===== config.mk =====
export PLATFORM = sky130hd
export DESIGN_NAME = controller_sequencer
export DESIGN_NICKNAME = d
export VERILOG_FILES = /design/src/rtl/sap_pkg.sv /design/src/rtl/sap_ring_counter.sv /design/src/rtl/controller_sequencer.sv
export SDC_FILE = /design/constraint.sdc
export NUM_CORES = 1
export LEC_CHECK = 0
export CAP_MARGIN = 20
export CORE_AREA = 4 4 41 43
export DETAILED_ROUTE_END_ITERATION = 6
export DIE_AREA = 0 0 45 47
export PLACE_DENSITY = 0.76
export SLEW_MARGIN = 30
export SYNTH_ARGS = -nofsm -noshare
export SYNTH_HDL_FRONTEND = slang
export SYNTH_SLANG_ARGS = --single-unit

===== constraint.sdc =====
create_clock -name clk -period 6.6 [get_ports clk]
set_input_delay 1.98 -clock clk [delete_from_list [all_inputs] [get_ports clk]]
set_output_delay 1.98 -clock clk [all_outputs]
set_load 0.03 [all_outputs]

===== src/rtl/sap_pkg.sv =====
// Shared opcode constants, T-state encodings and ring-counter helpers for the
// SAP-style controller sequencer.
package sap_pkg;

    localparam logic [3:0] OP_LDA = 4'h0;
    localparam logic [3:0] OP_ADD = 4'h1;
    localparam logic [3:0] OP_SUB = 4'h2;
    localparam logic [3:0] OP_OUT = 4'hE;
    localparam logic [3:0] OP_HLT = 4'hF;

    localparam int T_STATE_W = 6;

    // Bits [5:0] are the visible one-hot T-state; bit 6 marks HALT.
    typedef enum logic [6:0] {
        ST_T1   = 7'b000_0001,
        ST_T2   = 7'b000_0010,
        ST_T3   = 7'b000_0100,
        ST_T4   = 7'b000_1000,
        ST_T5   = 7'b001_0000,
        ST_T6   = 7'b010_0000,
        ST_HALT = 7'b100_0000
    } state_e;

    localparam logic [T_STATE_W-1:0] T_STATE_RESET = 6'b00_0001;

    function automatic logic is_mem_op(input logic [3:0] op);
        return (op == OP_LDA) || (op == OP_ADD) || (op == OP_SUB);
    endfunction

    function automatic logic is_alu_op(input logic [3:0] op);
        return (op == OP_ADD) || (op == OP_SUB);
    endfunction

    function automatic state_e ring_next(input state_e cur, input logic hlt_req);
        state_e nxt;
        case (cur)
            ST_T1:   nxt = ST_T2;
            ST_T2:   nxt = ST_T3;
            ST_T3:   nxt = ST_T4;
            ST_T4:   nxt = hlt_req ? ST_HALT : ST_T5;
            ST_T5:   nxt = ST_T6;
            ST_T6:   nxt = ST_T1;
            ST_HALT: nxt = ST_HALT;
            default: nxt = ST_T1;
        endcase
        return nxt;
    endfunction

endpackage


===== src/rtl/sap_ring_counter.sv =====
// Six-state one-hot T-state ring with a sticky HALT state; only reset leaves HALT.
module sap_ring_counter
    import sap_pkg::*;
(
    input  logic   clk,
    input  logic   low_rst,
    input  logic   hlt_req,
    output state_e state
);

    // state   | meaning
    // ST_T1   | fetch: PC onto bus, load MAR
    // ST_T2   | increment PC
    // ST_T3   | ROM onto bus, load IR
    // ST_T4   | execute 1 (HLT request sampled here)
    // ST_T5   | execute 2
    // ST_T6   | execute 3
    // ST_HALT | stopped, all controls idle until reset

    state_e state_q;
    state_e state_d;

    always_comb begin
        state_d = ring_next(state_q, hlt_req);
    end

    always_ff @(posedge clk or negedge low_rst) begin
        if (!low_rst) begin
            state_q <= ST_T1;
        end else begin
            state_q <= state_d;
        end
    end

    assign state = state_q;

endmodule


===== src/rtl/controller_sequencer.sv =====
// Controller/sequencer: T-state ring plus zero-latency control decode of the
// registered state and the instruction opcode nibble.
module controller_sequencer
    import sap_pkg::*;
(
    input  logic                 clk,
    input  logic                 low_rst,
    input  logic [3:0]           opcode,
    output logic                 pc_inc,
    output logic                 pc_o_en,
    output logic                 low_mar_ld,
    output logic                 low_mem_o_en,
    output logic                 low_ir_ld,
    output logic                 low_ir_o_en,
    output logic                 low_a_ld,
    output logic                 a_o_en,
    output logic                 low_b_ld,
    output logic                 alu_sub,
    output logic                 alu_o_en,
    output logic                 low_out_ld,
    output logic [T_STATE_W-1:0] t_state,
    output logic                 halt
);

    state_e     state;
    logic       hlt_req;
    logic [6:0] state_bits;

    assign hlt_req    = (state == ST_T4) && (opcode == OP_HLT);
    assign state_bits = state;

    sap_ring_counter u_ring (
        .clk     (clk),
        .low_rst (low_rst),
        .hlt_req (hlt_req),
        .state   (state)
    );

    always_comb begin
        pc_inc       = 1'b0;
        pc_o_en      = 1'b0;
        low_mar_ld   = 1'b1;
        low_mem_o_en = 1'b1;
        low_ir_ld    = 1'b1;
        low_ir_o_en  = 1'b1;
        low_a_ld     = 1'b1;
        a_o_en       = 1'b0;
        low_b_ld     = 1'b1;
        alu_sub      = 1'b0;
        alu_o_en     = 1'b0;
        low_out_ld   = 1'b1;
        t_state      = state_bits[T_STATE_W-1:0];
        halt         = state_bits[6];

        // Reset gates the decode directly so an aborted instruction never
        // leaves a load strobe active while the ring is being forced to T1.
        if (!low_rst) begin
            t_state = T_STATE_RESET;
            halt    = 1'b0;
        end else begin
            case (state)
                ST_T1: begin
                    pc_o_en    = 1'b1;
                    low_mar_ld = 1'b0;
                end
                ST_T2: begin
                    pc_inc = 1'b1;
                end
                ST_T3: begin
                    low_mem_o_en = 1'b0;
                    low_ir_ld    = 1'b0;
                end
                ST_T4: begin
                    if (is_mem_op(opcode)) begin
                        low_ir_o_en = 1'b0;
                        low_mar_ld  = 1'b0;
                    end else if (opcode == OP_OUT) begin
                        a_o_en     = 1'b1;
                        low_out_ld = 1'b0;
                    end
                end
                ST_T5: begin
                    if (opcode == OP_LDA) begin
                        low_mem_o_en = 1'b0;
                        low_a_ld     = 1'b0;
                    end else if (is_alu_op(opcode)) begin
                        low_mem_o_en = 1'b0;
                        low_b_ld     = 1'b0;
                    end
                end
                ST_T6: begin
                    if (is_alu_op(opcode)) begin
                        alu_o_en = 1'b1;
                        low_a_ld = 1'b0;
                        alu_sub  = (opcode == OP_SUB);
                    end
                end
                default: begin
                end
            endcase
        end
    end

endmodule


---- After elaboration in Yosys (flattened, before gate mapping) ----
Index checks and enable logic that the tools add are counted.
word-level totals
  register bits after elaboration ......... 7
  input port bits ......................... 6
  logic and storage cells ................. 56
operators by class
  equality and inequality tests ........... 11
  multiplexer cells ....................... 39
  reductions and logical operators ........ 5
operator list
  cell                  count
  $pmux W7 S6           1
  $mux W1               33
  $eq A4 B4 Y1 const B  2
  $eq A7 B1 Y1 const B  1
  $eq A7 B2 Y1 const B  1
  $eq A7 B3 Y1 const B  1
  $eq A7 B4 Y1 const B  1
  $eq A7 B5 Y1 const B  1
  $eq A7 B6 Y1 const B  1
  $eq A7 B7 Y1 const B  1
  $mux W7               1
  $mux W6               1
  $pmux W1 S2           3
  $eq A4 B1 Y1 const B  1
  $eq A4 B2 Y1 const B  1
  $logic_not A4 Y1      1
  $logic_or A1 B1 Y1    3
  $logic_and A1 B1 Y1   1

---- Longest topological paths before layout ----
  depth in word-level cells ............... 6
  depth in mapped cells ................... 4
  mapped depth without buffers ............ 3

---- Cells and area by module ----
From an unflattened synthesis, not the netlist that was laid out.
second synthesis, totals
  cells, all modules ...................... 67
  area, all modules ....................... 596.8 sq um
modules (own cells, without submodules)
  module                instances  cells each  area an instance (sq um)  sequential area each (sq um)
  sap_ring_counter      1          26          321.6                     176.4
  controller_sequencer  1          41          275.3                     0.0

---- Least setup slack after synthesis ----
OpenSTA, ideal clock, no wires.
  path type ............................... in2out
  from .................................... input opcode[3]
  to ...................................... output alu_sub
  arrival time ............................ 3.421 ns
  slack ................................... 1.199 ns
  cell stages on the path ................. 3
  path through ............................ or3b_2 -> or4_4 -> nor3b_2
on the way
  cells in the longest elaborated chain, start to end .. 5
  elaborated cells on any way between the ends .. 6
RTL lines
  what                                          RTL line                                   RTL
  from (decl)                                   controller_sequencer.sv:8                  input logic [3:0] opcode,
  $eq A4 B1 Y1 or $eq A4 B2 Y1 (tied branches)  sap_pkg.sv:31, controller_sequencer.sv:95
  $logic_or A1 B1 Y1                            sap_pkg.sv:31                              return (op == OP_ADD) || (op == OP_SUB);
  $mux W1 *                                     controller_sequencer.sv:92                 if (is_alu_op(opcode)) begin
  $mux W1 *                                     controller_sequencer.sv:61                 case (state)
  $mux W1 *                                     controller_sequencer.sv:57                 if (!low_rst) begin
  to (decl)                                     controller_sequencer.sv:18                 output logic alu_sub,
Every way passes the cells marked *; elsewhere a longest branch is shown, timed or not.

---- Worst setup path after layout ----
  from .................................... input opcode[3]
  to ...................................... output low_mem_o_en
on the way
  cells in the longest elaborated chain, start to end .. 6
  elaborated cells on any way between the ends .. 8
RTL lines
  what                                          RTL line                    RTL
  $eq A4 B1 Y1 or $eq A4 B2 Y1 (tied branches)  sap_pkg.sv:31
  $logic_or A1 B1 Y1                            sap_pkg.sv:31
  $mux W1                                       controller_sequencer.sv:86  end else if (is_alu_op(opcode)) begin
  $mux W1 *                                     controller_sequencer.sv:83  if (opcode == OP_LDA) begin
  $pmux W1 S2 *                                 controller_sequencer.sv:61
  $mux W1 *                                     controller_sequencer.sv:57
  to (decl)                                     controller_sequencer.sv:12  output logic low_mem_o_en,
Marked as above.

==> impl_metrics.csv <==
group,metric,value,unit
run_status,status,"completed",
worst_hold_path,hp-class,"register to register",
clock_tree,cts_buffers,3,
logic_synthesis,synth_area,526,um^2
logic_synthesis,synthFlopType,"dfrtp_1",
global_routing,grt_overflow_total,0,
global_routing,grt_pass1_vias,543,
sta,grt_setup_unrepaired,"false",
final_layout,antenna-diode-count,0,
sta,finalCritPeriodShare,88.6,%
logic_synthesis,ys_types,28,
final_layout,largest_reg_flops,7,
clock_tree,cts_root_buf,"clkbuf_4",
logic_synthesis,synth_top_cell_by_area,"dfrtp_1",
worst_setup_path,cp-start-kind,"input port",
place,gp_congestion,0.783,
global_routing,grt_use_total,15.8,%
final_layout,drive_above_1_share,14.9,%
sta,tns,0,ns
place,placed_cell_area,779,um^2
worst_setup_path,crit_start,"opcode[3]",
routing,drc,0,
worst_setup_path,critical_path_arrival,3.87,ns
sta,layout_min_cycle_time,5.85,ns
routing,routed_wl,1460,um
clock_tree,cts_resized,0,
worst_setup_path,cp-end-kind,"output port",
pwr,peakVddDrop,0.000162,V
floorplan,die_h,47,um
routing,via_per_inst,5.77,
logic_synthesis,yosysWarnings,0,
routing,wl_met3,82,um
global_routing,grt_max_degree,22,
logic_synthesis,synth_top_area_share,28.6,%
sta,fmax,0.171,GHz
clock_tree,clk_pin_slew_worst_paths,0.06,ns
final_layout,area_delta_synth_final,53.3,%
worst_hold_path,hold_start,"u_ring.state[5]",
global_routing,grt_pass1_wl,2350,um
pwr,powerDensity,289,nW/um^2
worst_setup_path,regToRegEndpoint,"u_ring.state[6]",
place,dp_hpwl,1110,um
sta,tightest_slew,0.499,ns
worst_setup_path,path_class,"input port to output port",
sta,slew_headroom,66.3,%
logic_synthesis,synth_area_leaders,"dfrtp_1 29%, and2_1 9.5%, nand2b_1 6.0%",
floorplan,start_util,40.4,%
clock_tree,cts_setup_buffers,0,
worst_setup_path,timing.reg2reg.setup_slack,4.83,ns
logic_synthesis,yosysMostFrequentCell,"and2_1",
worst_setup_path,r2r_start,"u_ring.state[6]",
floorplan,rows,13,
floorplan,fp.dieW,45,um
clock_tree,cts_hold_buf,0,
floorplan,die_area,2120,um^2
clock_tree,htreeDepth,1,
worst_hold_path,min_to,"u_ring.state[1]",
sta,hold_viol_final,0,
logic_synthesis,synthesis.nets,66,
floorplan,io_pins,25,
clock_tree,cts_tree,"built",
routing,drtPass1Iterations,4,
sta,setup_viol,0,
run,cap_violations,0,
worst_hold_path,min_path_cells,1,
sta,maxSlewViolCount,0,
logic_synthesis,avgSynthCellArea,8.76,um^2
logic_synthesis,synthArstFlopShare,100,%
final_layout,final_nets,94,
place,port-buffer-count,24,
logic_synthesis,yosysSeqAreaShare,33.6,%
routing,postRouteAntennaNets,0,
floorplan,core-area,1300,um^2
logic_synthesis,ys_ff_latch,7,
logic_synthesis,synth_edf_count,0,
worst_setup_path,crit_path_max_fanout,4,
routing,post_drt_wl_per_cell,14.4,um
logic_synthesis,yosys-top-cells-count,"8 x and2_1, 6 x dfrtp_1, 5 x nand2b_1, 5 x nor3_1",
clock_tree,clk_latency,0.26,ns
routing,num_vias,589,
routing,wl_met1,680,um
global_routing,antenna_found_initial,0,
routing,drt-initial-drc-count,15,
pwr,power_leakage,0.323,nW
logic_synthesis,synth_cells,60,
worst_setup_path,rr_worst_depth,3,
routing,top_layer_used,"met4",
worst_setup_path,required,4.62,ns
clock_tree,clockBufferDepth,2,
final_layout,design_area,806,um^2
clock_tree,cts_sinks,7,
final_layout,final_util,61.9,%
sta,skew,0.00875,ns
routing,dr_wl_met2,659,um
-- critical path: stages --
cell             delay (ns)
clkdlybuf4s50_1        0.46
or3b_2                 0.53
a21oi_1                0.19
a22oi_1                0.09
clkdlybuf4s50_1        0.62
-- per-layer routing --
layer / vias up / global-route usage (%)
met5: - / 0
li1: 279 / -
met2: 29 / 23.4
met1: 274 / 20.2
met3: 7 / 5.75
met4: 0 / 8.19
-- cells by family after synthesis --
kind of cell	after synthesis	share of synthesized area [%]
buf+inv	2	1.43
compound gates	8	10.5
flops	7	33.6
xor+xnor	2	3.33
simple gates	41	51.2
-- metrics by stage --
stage,power [mW],std cells,hold slack (ns),worst slack (ns)
finish,0.233,102,0.549,0.749
global placement,0.191,98,0.554,0.816
global route,0.250,102,0.618,0.697
floorplan,0.150,60,0.493,1.20
CTS,0.233,102,0.554,0.751
detailed placement,0.192,98,0.547,0.754
-- cell usage in the layout, fill, tap and decap left out, types with 2 or more instances in the layout --
cell type,Yosys,layout
nor3_1,5,5
dfrtp_1,6,6
o21ai_0,3,3
clkdlybuf4s50_1,0,22
nor4_1,4,4
nor2_1,4,4
or4_4,2,2
and2_1,8,8
clkbuf_4,0,3
buf_4,0,3
nand2_1,3,3
nand2b_1,5,5
-- how the worst max path moves through the flow --
stage	to	depth (start not counted)
6_report	low_mem_o_en	5
5_1_grt	low_mem_o_en	5
4_1_cts	low_mem_o_en	5
3_5_place_dp	low_mem_o_en	5
3_3_place_gp	low_a_ld	5
2_1_floorplan	alu_sub	3
-- report_power, final --
group | switching [mW] | total [mW] | internal, mW
logic | 0.0654 | 0.119 | 0.0539
clock network | 0.0168 | 0.0400 | 0.0231
registers | 0.0179 | 0.0739 | 0.0560
total | 0.100 | 0.233 | 0.133
-- area by class of cell --
| type | instances | area (um^2) |
|---|---|---|
| fillers | 121 | 495 |
| well taps | 15 | 18.8 |
| multi-input cells | 51 | 342 |
| clock buffers | 4 | 26.3 |
| flip-flops and latches | 7 | 176 |
| repair buffers | 25 | 243 |
Note: power is estimated with default switching activity, not from simulation.
==> edit 1: new RTL, same flow settings <==
`T_STATE_W`: 6 -> 4.
--- a/src/rtl/sap_pkg.sv
+++ b/src/rtl/sap_pkg.sv
@@ -9,5 +9,5 @@
     localparam logic [3:0] OP_HLT = 4'hF;
 
-    localparam int T_STATE_W = 6;
+    localparam int T_STATE_W = 4;
 
     // Bits [5:0] are the visible one-hot T-state; bit 6 marks HALT.
Ports: changed (resized t_state); port bits go from 25 to 23. No check against the original RTL was run, so the function may have changed too.
==> edit 1 against the unedited design <==
Worst setup slack worse by 0.085 ns. Cell area is 3.7% higher. Clock skew is 0.0011 ns lower. Sequential cell count stayed put. Total power is 10% higher. Sequential power is 17% higher. Area after synthesis is 11% higher. Wire length is 1.2% lower. Non-clock buffer count is 2 lower. Largest cell class unchanged. Highest routed layer unchanged.
==> edit 1: results <==
[yosys]
synth_cell_types = 37
yosysSeqAreaShare = 0.3026
synth_area_leaders = dfrtp_1 26%, and2_1 6.4%, dfstp_2 4.5%
async_reset_ff_frac = 1.000
yosys-top-cells-count = 6 x and2_1, 6 x dfrtp_1, 3 x nor2b_1
ys.flop_type = dfrtp_1
synth_warnings = 0
synth_nets = 64

[layout]
largest_register_ffs = 7
final_nets = 89
fill_cells = 118
antenna_cells = 0
drive_gt1_frac = 0.1707

[clock_tree]
numCtsBuffers = 3
cts_resized = 0
clk_path_buf_depth = 2
clkSlewWorstSetupHoldPaths_ns = 0.06
insertion_delay_ns = 0.25
cts-root-buf = clkbuf_4
post_cts_buffers = 0
htree_levels = 1

[power_and_ir_drop]
ir_worst_vdd_mv = 0.2796
power_leakage_nw = 0.3278

[run_status]
status = finished, final reports clean

[worst_setup_path]
arrival_ns = 3.96
cp_slowest_cell = clkdlybuf4s50_1
critPathMaxStageDelay_ns = 0.66
r2r_cells = 3
crit_fanout = 4

[hold_path]
min_path_cells = 1
hp-class = register to register

[place]
portBuffers = 22
gp_congestion = 0.7483
place_hpwl_mm = 1.054

[routing]
drt-initial-drc-count = 5
dr.pass1.iters = 4
drt-total-wl_mm = 1.446
vias = 540

[sta]
worstMarginPinSlew_ns = 0.4521
clock_skew_ns = 0.007653

[grt]
grt_util_all_layers = 0.1587
grt_max_degree = 18
grt_pass1_wl_mm = 2.366
grt_pass1_vias = 531
antenna_found_initial = 0
edit 1: changes by cell type after synthesis, sizes merged, moves of 2 or more:
cell    before  now
a21boi       0    2
and3b        0    2
buf          0    2
nand2        3    1
nand2b       5    2
nand4b       0    2
nor2         4    1
nor2b        0    3
nor4         5    1
o21ai        3    1
edit 1: layout make-up:
cell class                 instances  area [um^2]  share of cell area
clock buffer                       4        26.28             0.03144
sequential                         7        176.4              0.2111
multi-input combinational         47        382.9              0.4581
inverter                           1        3.754            0.004491
timing repair buffer              23        227.7              0.2725
tap                               15        18.77             0.02246
edit 1: metrics by stage:
stage	cells	hold slack, ns	cell area, um^2	setup slack [ns]
floorplan	58	0.4855	583.1	1.301
global placement	93	0.5309	809.5	0.6891
detailed placement	93	0.5364	809.5	0.6774
CTS	97	0.5478	835.8	0.6587
global route	97	0.5727	835.8	0.5972
finish	97	0.5427	835.8	0.6642
edit 1: metal layers:
layer | vias to the layer above | track usage | wire length, um
met5 | - | 0 | 0
met4 | 0 | 0.1053 | 19
met2 | 21 | 0.2288 | 679
met1 | 248 | 0.2126 | 667
li1 | 269 | - | -
met3 | 2 | 0.03448 | 78
edit 1: power breakdown:
part           total [mW]  internal [mW]  switching (mW)
Clock              0.0383         0.0230          0.0153
Combinational       0.132         0.0647          0.0676
Sequential         0.0861         0.0564          0.0296
Total               0.257          0.144           0.112
edit 1: logic make-up after synthesis:
logic type / share of synthesized area
DFF: 0.3026
AOI/OAI and AO/OA: 0.1116
buffers and inverters: 0.04075
xor gates and xnor gates: 0.04507
and+or+nand+nor: 0.5000
edit 1: worst paths after layout:
kind,from,slack (ns),end
setup / recovery,low_rst,0.66,alu_sub
hold / removal,u_ring.state[5],0.54,u_ring.state[3]
setup reg to reg,u_ring.state[5],5.08,u_ring.state[0]
hold reg to reg,u_ring.state[5],0.54,u_ring.state[3]
max in group asynchronous,low_rst,4.30,u_ring.state[0]
min in group asynchronous,low_rst,2.06,u_ring.state[5]
edit 1: worst max-delay path, delay by kind of cell:
family	cells	cell delay, ns
simple gates	3	0.83
buf+inv	2	1.13
==> edit 2: new RTL, same flow settings <==
Without the edit above. Put a register stage on the output `low_out_ld`, without a reset. The value now appears one clock later. The other outputs are not delayed to match.
--- a/src/rtl/controller_sequencer.sv
+++ b/src/rtl/controller_sequencer.sv
@@ -22,4 +22,6 @@
     output logic                 halt
 );
+
+    logic low_out_ld_d;
 
     state_e     state;
@@ -49,5 +51,5 @@
         alu_sub      = 1'b0;
         alu_o_en     = 1'b0;
-        low_out_ld   = 1'b1;
+        low_out_ld_d = 1'b1;
         t_state      = state_bits[T_STATE_W-1:0];
         halt         = state_bits[6];
@@ -77,5 +79,5 @@
                     end else if (opcode == OP_OUT) begin
                         a_o_en     = 1'b1;
-                        low_out_ld = 1'b0;
+                        low_out_ld_d = 1'b0;
                     end
                 end
@@ -102,4 +104,8 @@
     end
 
+    always_ff @(posedge clk) begin
+        low_out_ld <= low_out_ld_d;
+    end
+
 endmodule
 
Formal check against the unedited RTL: not equivalent (Yosys sat finds a counterexample within 4 cycles, from zero or initial values and one cycle with low_rst low).
==> edit 2 against the unedited design <==
Wire length grew 4.2%. Cell count increased by 6.9%. Count of clock-buffer cells in the layout is the same. Cell area increased by 9.2%. Worst setup slack got worse by 0.26 ns. Die area unchanged. Area after synthesis rose by 12%. Sequential cell count up 1. Synthesized cell count up 8.3%.
Power is not compared: it rests on default switching activity, and its combinational part moved more than twofold at a synthesized area within 25%.
==> edit 2: results <==
[worst_setup_path]
arrival_ns = 4.13
r2r-start = u_ring.state[1]
crit_fanout = 6
startpoint = low_rst

[layout]
final_nets = 101
drive_gt1_frac = 0.1809

[place]
portBuffers = 24
gp_congestion = 0.7645
place_hpwl_mm = 1.203

[routing]
drt-total-wl_mm = 1.525
drt-initial-drc-count = 9
dr.pass1.iters = 4

[yosys]
yosys-top-cells-count = 7 x nor2_1, 6 x dfrtp_1, 5 x and2_2, 5 x nand2b_1
synth_nets = 71
yosysSeqAreaShare = 0.3348
async_reset_ff_frac = 0.8750
synth_area_leaders = dfrtp_1 26%, and2_2 6.4%, nand2b_1 5.3%

[sta]
clock_skew_ns = 0.009879
whs_ns = 0.5969
maxSlewHeadroom = 0.7252

[grt]
grt_pass1_wl_mm = 2.594
grt_util_all_layers = 0.1708
grt_pass1_vias = 589
antenna_found_initial = 0

[run_status]
status = finished, final reports clean

[hold_path]
hold_start = u_ring.state[6]

[power_and_ir_drop]
ir_worst_vdd_mv = 0.08926
## edit 2: layer usage
layer	track usage	up-vias	routed length [um]
met5	0	-	0
met4	0.07018	0	29
met3	0.03831	5	97
met2	0.2881	26	713
met1	0.2108	274	683
li1	-	293	-
## edit 2: cell families after synthesis
logic type | Yosys count | synth area share
and+or+nand+nor | 44 | 0.5309
AOI/OAI and AO/OA | 8 | 0.08529
DFF | 8 | 0.3348
buffers and inverters | 3 | 0.01919
xor gates and xnor gates | 2 | 0.02986
## edit 2: layout make-up
cell class | count | area (um^2)
fillers | 115 | 421.7
multi-input cells | 54 | 379.1
repair buffers | 25 | 247.7
flip-flops and latches | 8 | 196.4
clock buffers | 4 | 26.28
well taps | 15 | 18.77
inverters | 3 | 11.26
## edit 2: worst paths after layout
check,depth (start not counted),end
worst max-delay path,5,alu_sub
worst max register to register,3,u_ring.state[4]
min in group asynchronous,1,u_ring.state[6]
max in group asynchronous,2,u_ring.state[0]
worst min register to register,2,u_ring.state[6]
worst min-delay path,2,u_ring.state[6]
## edit 2: worst max-delay path, delay by kind of cell
family / cells / cell delay [ns]
and+or+nand+nor: 3 / 0.88
buffers and inverters: 2 / 1.28
## edit 2: per-stage QoR
stage                 util  cells  setup WS, ns  area, um^2  power, mW
floorplan                -     65         1.120       586.8    0.05424
global placement    0.6558    105        0.5158       853.3    0.06185
detailed placement  0.6558    105        0.4635       853.3    0.06184
CTS                 0.6760    109        0.4661       879.6     0.1019
global route        0.6760    109        0.3851       879.6     0.1058
finish              0.6760    109        0.4859       879.6     0.1027
## edit 2: power by group
part	total [mW]	switching [mW]	internal (mW)
Sequential	0.0490	0	0.0490
Combinational	0.0119	0.00629	0.00562
Clock	0.0418	0.0186	0.0232
Total	0.103	0.0249	0.0778
